**src/rtl/mem_queue.sv**
```systemverilog
// In-order memory stage: buffers load/store ops from execute and issues
// them one at a time to the data-memory port, returning load results.
module mem_queue #(
  parameter int ROBWIDTH = 6,
  parameter int DEPTH = 4,
  parameter int PTRW = 2
) (
  input  logic                CLK,
  input  logic                RESET,
  input  logic                Valid_Instruction_IN,
  input  logic                Mem_Instruction_IN,
  input  logic                MemRead1_IN,
  input  logic                MemWrite1_IN,
  input  logic [31:0]         address_IN,
  input  logic [31:0]         Dest_Value1_IN,
  input  logic [5:0]          writeRegister1_IN,
  input  logic [ROBWIDTH-1:0] ROBPointer_IN,
  input  logic                FLUSH_IN,
  output logic                Full_OUT,
  output logic                dmem_req_OUT,
  output logic                dmem_we_OUT,
  output logic [31:0]         dmem_addr_OUT,
  output logic [31:0]         dmem_wdata_OUT,
  input  logic                dmem_ack_IN,
  input  logic [31:0]         dmem_rdata_IN,
  output logic [31:0]         LS_fwd_data_COM,
  output logic [5:0]          LS_fwd_reg_COM,
  output logic                LS_fwd_data_COM_flag,
  output logic                LS_done_OUT,
  output logic [ROBWIDTH-1:0] LS_ROBPointer_OUT,
  output logic                LS_exc_OUT
);

  localparam logic [0:0] IDLE = 1'b0;
  localparam logic [0:0] BUSY = 1'b1;
  localparam logic [PTRW:0] CNT_FULL = (PTRW+1)'(DEPTH);

  logic                q_we   [DEPTH];
  logic [31:0]         q_addr [DEPTH];
  logic [31:0]         q_data [DEPTH];
  logic [5:0]          q_reg  [DEPTH];
  logic [ROBWIDTH-1:0] q_rob  [DEPTH];

  logic [PTRW-1:0]     head;
  logic [PTRW-1:0]     tail;
  logic [PTRW:0]       count;
  logic [0:0]          state;
  logic                squash;
  logic [5:0]          cur_reg;
  logic [ROBWIDTH-1:0] cur_rob;

  logic enq;
  logic deq;
  logic nonempty;
  logic head_mis;
  logic issue;
  logic mis_deq;
  logic ack_done;

  assign Full_OUT = (count == CNT_FULL);
  assign nonempty = (count != '0);
  assign head_mis = (q_addr[head][1:0] != 2'b00);

  assign enq = Valid_Instruction_IN & Mem_Instruction_IN
             & (MemRead1_IN | MemWrite1_IN)
             & ~Full_OUT & ~FLUSH_IN;

  assign issue    = (state == IDLE) & nonempty & ~head_mis & ~FLUSH_IN;
  assign mis_deq  = (state == IDLE) & nonempty & head_mis & ~FLUSH_IN;
  assign ack_done = (state == BUSY) & dmem_ack_IN;
  // the in-flight op stays at head until its ack; a squashed one was
  // already cleared from the queue by the flush
  assign deq = (ack_done & ~squash & ~FLUSH_IN) | mis_deq;

  always_ff @(posedge CLK) begin
    if (enq) begin
      q_we[tail]   <= MemWrite1_IN;
      q_addr[tail] <= address_IN;
      q_data[tail] <= Dest_Value1_IN;
      q_reg[tail]  <= writeRegister1_IN;
      q_rob[tail]  <= ROBPointer_IN;
    end
  end

  always_ff @(posedge CLK or negedge RESET) begin
    if (!RESET) begin
      head                 <= '0;
      tail                 <= '0;
      count                <= '0;
      state                <= IDLE;
      squash               <= 1'b0;
      cur_reg              <= '0;
      cur_rob              <= '0;
      dmem_req_OUT         <= 1'b0;
      dmem_we_OUT          <= 1'b0;
      dmem_addr_OUT        <= '0;
      dmem_wdata_OUT       <= '0;
      LS_fwd_data_COM      <= '0;
      LS_fwd_reg_COM       <= '0;
      LS_fwd_data_COM_flag <= 1'b0;
      LS_done_OUT          <= 1'b0;
      LS_ROBPointer_OUT    <= '0;
      LS_exc_OUT           <= 1'b0;
    end else begin
      LS_done_OUT          <= 1'b0;
      LS_exc_OUT           <= 1'b0;
      LS_fwd_data_COM_flag <= 1'b0;

      if (FLUSH_IN) begin
        head  <= tail;
        count <= '0;
      end else begin
        head  <= head + PTRW'(deq);
        tail  <= tail + PTRW'(enq);
        count <= count + (PTRW+1)'(enq) - (PTRW+1)'(deq);
      end

      case (state)
        IDLE: begin
          if (issue) begin
            dmem_req_OUT   <= 1'b1;
            dmem_we_OUT    <= q_we[head];
            dmem_addr_OUT  <= q_addr[head];
            dmem_wdata_OUT <= q_data[head];
            cur_reg        <= q_reg[head];
            cur_rob        <= q_rob[head];
            state          <= BUSY;
          end else if (mis_deq) begin
            LS_done_OUT       <= 1'b1;
            LS_exc_OUT        <= 1'b1;
            LS_ROBPointer_OUT <= q_rob[head];
          end
        end
        BUSY: begin
          if (ack_done) begin
            dmem_req_OUT <= 1'b0;
            squash       <= 1'b0;
            state        <= IDLE;
            if (!squash && !FLUSH_IN) begin
              LS_done_OUT       <= 1'b1;
              LS_ROBPointer_OUT <= cur_rob;
              if (!dmem_we_OUT) begin
                LS_fwd_data_COM      <= dmem_rdata_IN;
                LS_fwd_reg_COM       <= cur_reg;
                LS_fwd_data_COM_flag <= (cur_reg != 6'd0);
              end
            end
          end else if (FLUSH_IN) begin
            squash <= 1'b1;
          end
        end
        default: state <= IDLE;
      endcase
    end
  end

endmodule

```
**config.mk**
```make
export PLATFORM = sky130hd
export DESIGN_NAME = mem_queue
export DESIGN_NICKNAME = d
export VERILOG_FILES = /design/src/rtl/mem_queue.sv
export SDC_FILE = /design/constraint.sdc
export NUM_CORES = 1
export LEC_CHECK = 0
export ABC_AREA = 1
export CAP_MARGIN = 20
export CORE_AREA = 2 2 179 181
export DETAILED_ROUTE_END_ITERATION = 10
export DIE_AREA = 0 0 181 183
export PLACE_DENSITY = 0.79
export SLEW_MARGIN = 40
export SYNTH_ARGS = -nofsm -noshare
export SYNTH_HDL_FRONTEND = slang
export SYNTH_SLANG_ARGS = --single-unit
```
**constraint.sdc**
```tcl
create_clock -name CLK -period 7.8 [get_ports CLK]
set_input_delay 1.17 -clock CLK [delete_from_list [all_inputs] [get_ports CLK]]
set_output_delay 1.17 -clock CLK [all_outputs]
set_load 0.02 [all_outputs]
```
Yosys cells after proc, flatten, opt, wreduce, memory -nomap -nowiden
Memory sizes are Yosys's and may differ from the RTL's. A register that Yosys moved wholly into a read port is not among the register bits.
Cells that the tools add are included.

cells by class
  reduce and logical (&&, ||, !) cells = 15
  eq/ne operators = 6
  add/sub/neg operators = 4
  muxes and demuxes = 27
  bitwise operators = 20

operator list
  kind                  count
  $mux W6               4
  $mux W1               17
  $and A1 B1 Y1         12
  $pmux W6 S2           1
  $reduce_and A4 Y1     2
  $ne A2 B2 Y1 const B  3
  $not A1 Y1            6
  $pmux W1 S2           3
  $reduce_and A2 Y1     3
  $reduce_bool A6 Y1    1
  $logic_not A1 Y1      5
  $add A2 B1 Y2         2
  $ne A2 B1 Y1 const B  2
  $reduce_bool A2 Y1    2
  $add A3 B1 Y3         1
  $eq A3 B3 Y1 const B  1
  $mux W3               1
  $reduce_bool A3 Y1    1
  $sub A3 B1 Y3         1
  $mux W2               1
  $or A1 B1 Y1          2
  $logic_and A1 B1 Y1   1

storage, ports and cells
  memories kept = 5
  register bits after elaboration = 95
  RAM bits = 308

memory list
  name    words  width  rd ports  clocked after memory_dff  write ports  line  RTL
  q_addr  4      32     1         0                         1            39    logic [31:0] q_addr [DEPTH];
  q_data  4      32     1         1                         1            40    logic [31:0] q_data [DEPTH];
  q_reg   4      6      1         1                         1            41    logic [5:0] q_reg [DEPTH];
  q_rob   4      6      1         0                         1            42    logic [ROBWIDTH-1:0] q_rob [DEPTH];
  q_we    4      1      1         1                         1            38    logic q_we [DEPTH];

Longest topological paths before layout
  word-level depth = 7
  mapped depth = 14
  gate-level depth less buffers = 13

Worst setup path before layout
OpenSTA, ideal clock, no wires.

  path type = in2reg
  start point = input FLUSH_IN
  end point = memory q_addr[1][0], enable pin
  path buffers = 1
  path slack = 0.429 ns
  data required time = 7.193 ns
  setup time = 0.607 ns
  arrival time = 6.764 ns
  stages on the path = 4
  cell sequence = buf_6 inv_4 nand3_1 nor3_1

between the ends
  longest elaborated chain between the ends = 4

RTL lines
  item                           line  RTL
  start: declaration             18    input logic FLUSH_IN,
  $not A1 Y1                     66    & ~Full_OUT & ~FLUSH_IN;
  $and A1 B1 Y1                  66
  $mux W1                        76    if (enq) begin
  $mux W1 (not written as such)  78    q_addr[tail] <= address_IN;
  end: declaration               39

No other way between the ends.

Worst setup path in the final report
  start point = register head[0]
  end point = register count[2]

between the ends
  longest elaborated chain between the ends = 7

RTL lines
  item                         line  RTL
  start: declaration           44    logic [PTRW-1:0] head;
  start signal: assignment     110   head <= tail;
  start signal: assignment     113   head <= head + PTRW'(deq);
  $mem_v2 Z4 W32               -
  $reduce_bool A2 Y1           62    assign head_mis = (q_addr[head][1:0] != 2'b00);
  $and A1 B1 Y1 (2 in series)  69    assign mis_deq = (state == IDLE) & nonempty & head_mis & ~FLUSH_IN;
  $or A1 B1 Y1                 73    assign deq = (ack_done & ~squash & ~FLUSH_IN) | mis_deq;
  $sub A3 B1 Y3                115   count <= count + (PTRW+1)'(enq) - (PTRW+1)'(deq);
  $mux W3                      109   if (FLUSH_IN) begin
  end signal: assignment       115
  end: declaration             46    logic [PTRW:0] count;

No other way between the ends.
A chain may end at the register's enable or synchronous reset.

==> summary.txt <==
Run status
  – Outcome: finished clean

Yosys
  – Register area share after synthesis: approximately three quarters
  – Synth Area in XOR/XNOR: 0.156%
  – Adder-cell share of the synthesized area: 0.416%
  – Count leader, synth: edfxtp_1
  – Post-synth top flop: edfxtp_1
  – Syn Nets: 1474
  – YS warnings: 0
  – Largest area contributor in the netlist: edfxtp_1
  – Mux contribution to synthesized area: 0%
  – Mean Syn Cell Area: 12.5 um^2
  – Combinational family with the most area after synthesis: compound AO/OA/AOI/OAI gates
  – Yosys top cell area share: 54.9%
  – Post-synthesis simple-gate area fraction: 9.38%
  – Synth Area in Compound Gates: 10.5%
  – Synth Instances: between 1000 and 1500
  – Commonest cells post-synth: 308 x edfxtp_1, 218 x nand2_1, 196 x o21ai_0
  – Ranking of synthesized cells by area: edfxtp_1 55%, dfrtp_1 20%, o21ai_0 5.8%
  – Post-synth cell types: 34
  – Post-synth EDFFs: 308
  – Yosys reg bits: 442
  – Post-Synthesis Cell Area: 16900 um^2
  – Ys async rst share: 30.3%

Hold path
  – Hold crit path type: reg2reg
  – Worst hold path startpoint: dmem_addr_OUT[6]

Die
  – Chip Height: 183 um
  – Die span in x: around 180 um
  – Site Rows: 65
  – Initial Util: 54.0%
  – Core area: 31200 um^2
  – Die ar.: 33100 um^2
  – I/O Pins: 230

GRT
  – First-pass GRT wire length: 57700 um
  – Vias in the first global route: between 10000 and 15000
  – Initial antenna violation count: 5
  – Largest net degree at the start of global routing: 99
  – Total GRT Usage: between 20% and 30%
  – Grt total ovfl: 0

Critical path
  – CP endpoint kind: flop
  – Worst Setup SP: head[0]
  – Req. time, crit path: 8.20 ns
  – Critical path type: reg2reg
  – CP arrival: 3.87 ns
  – Crit path max fanout: 76
  – CP Launch Type: flop
  – Critical R2R Launch: head[0]
  – Worst reg2reg setup slack: 4.33 ns

Clock tree
  – CTS tree: yes
  – Clock transition at path regs: around 0.060 ns
  – Post-CTS sizing: 0
  – CTS H-Tree Depth: 2
  – Root buffer cell: clkbuf_16
  – Maximum clock insertion buffer count: 3
  – TritonCTS Buffers: 43
  – Hold Buf Count CTS: 0
  – Setup bufs post-CTS: 0
  – Worst skew pair latency: 0.54 ns
  – CTS Sinks: 442

Cells and area
  – Share of layout cells above drive strength 1: approximately 6.3%
  – Fillers: 2208
  – Area delta synth->final: 23.3%
  – Nets: 1685
  – Largest regs: q_addr x128, q_data x128

Power
  – Pwr Density: 361 nW/um^2
  – Total power: around 7.5 mW
  – Leakage: 8.10 nW
  – Worst VDD drop: 240 uV

Detailed routing
  – Routed Antenna Nets: 0
  – Wire length per cell: 18.4 um
  – 1st-iter DRT viols: 913
  – DR vias: 10900
  – Routed Wire Length: ~37000 um
  – Drt pass-1 iters: 5
  – # DRC: 0
  – Vias per std cell: 5.44

Timing
  – Fin crit share: 44.5%
  – Slew Viols, Final: 0
  – Hold Vio Cnt, Final: 0
  – Final Skew: 0.0158 ns
  – Minimum clock period: 3.47 ns
  – Slew headroom: 48.0%
  – RSZ-0062 raised after global routing: no
  – Total Neg Setup Slack: 0 ns
  – Endpoints failing setup: 0
  – Worst-Margin Slew: 0.780 ns
  – Maximum clock rate: 0.288 GHz

Placement
  – Dpl hpwl: 21800 um
  – GP Congestion: between 0.8 and 0.9
  – I/O Buffers: 229

Flow run
  – Max Cap Viol: 0
cell families after synthesis:
kind of cell	after synthesis
xor+xnor	3
buf+inv	172
flops	442
simple gates	398
compound gates	333
fa+ha+maj	5
routing by layer:
layer | vias to the layer above | global-route usage (%) | part of all wire (%)
met2 | 420 | 37.5 | 48
li1 | 5131 | - | -
met5 | - | 0 | 0.082
met3 | 85 | 4.67 | 7.4
met1 | 5262 | 29.1 | 41
met4 | 4 | 8.46 | 3.1
layout make-up:
type / instances / area [um^2] / area share, %
sequential: 442 / 12600 / 60.6
multi-input combinational: 739 / 3460 / 16.6
timing repair buffer: 247 / 2460 / 11.8
clock buffer: 60 / 1200 / 5.78
tap: 402 / 503 / 2.42
inverter: 91 / 347 / 1.67
clock inverter: 20 / 213 / 1.02
antenna: 2 / 5.00 / 0.0241
where the power goes:
group          switching, mW  internal [mW]  total [mW]
registers              0.270           2.88        3.15
clock network          0.846           1.21        2.06
logic                   1.39          0.913        2.31
worst max-delay path: stages, from the launching register on:
cell and delay, ns:
dfrtp_4 0.92, inv_4 0.41, nand3_2 0.26, nand2_1 0.09, nand2_2 0.15, nand2_1 0.21, ha_1 0.35, inv_1 0.06
ha_1 0.12, inv_1 0.05, fa_1 0.41, xor2_1 0.18, nor2_1 0.06
worst paths after layout:
| kind | end | cells after the start |
|---|---|---|
| max | count[2] | 12 |
| min | dmem_addr_OUT[6] | 2 |
| max reg2reg | count[2] | 12 |
| min reg2reg | dmem_addr_OUT[6] | 2 |
| max in group asynchronous | head[1] | 2 |
| min in group asynchronous | LS_fwd_data_COM[26] | 1 |
per-stage QoR:
stage / setup slack (ns) / util [%] / cells / hold slack, ns / instance area, um^2
floorplan: 0.429 / - / 1353 / 0.453 / 16900
global placement: 3.92 / 61.9 / 1920 / 0.466 / 19300
detailed placement: 3.88 / 62.0 / 1921 / 0.478 / 19400
CTS: 4.35 / 66.5 / 2001 / 0.493 / 20800
global route: 4.12 / 66.6 / 2002 / 0.516 / 20800
finish: 4.33 / 66.6 / 2003 / 0.488 / 20800
cell usage in the layout (no fill, tap or decap), types with 2 or more instances in the layout:
| master | n |
|---|---|
| ha_1 | 4 |
| clkinv_2 | 8 |
| nand3b_1 | 2 |
| edfxtp_1 | 308 |
| nand3_1 | 20 |
| inv_4 | 2 |
| buf_6 | 6 |
| o21ai_1 | 64 |
| nand3_2 | 2 |
| clkbuf_16 | 44 |
| clkbuf_8 | 4 |
| clkinv_1 | 5 |
| buf_4 | 12 |
| inv_1 | 88 |
| xnor2_1 | 2 |
| nor2_1 | 145 |
| nand2_1 | 218 |
| bufinv_16 | 4 |
| clkbuf_1 | 12 |
| dfrtp_1 | 132 |
| nand2_2 | 2 |
| nor3_2 | 5 |
| diode_2 | 2 |
| o21ai_0 | 196 |
| o22ai_1 | 69 |
| clkdlybuf4s50_1 | 228 |
No activity file was read; power rests on OpenSTA's default activity.
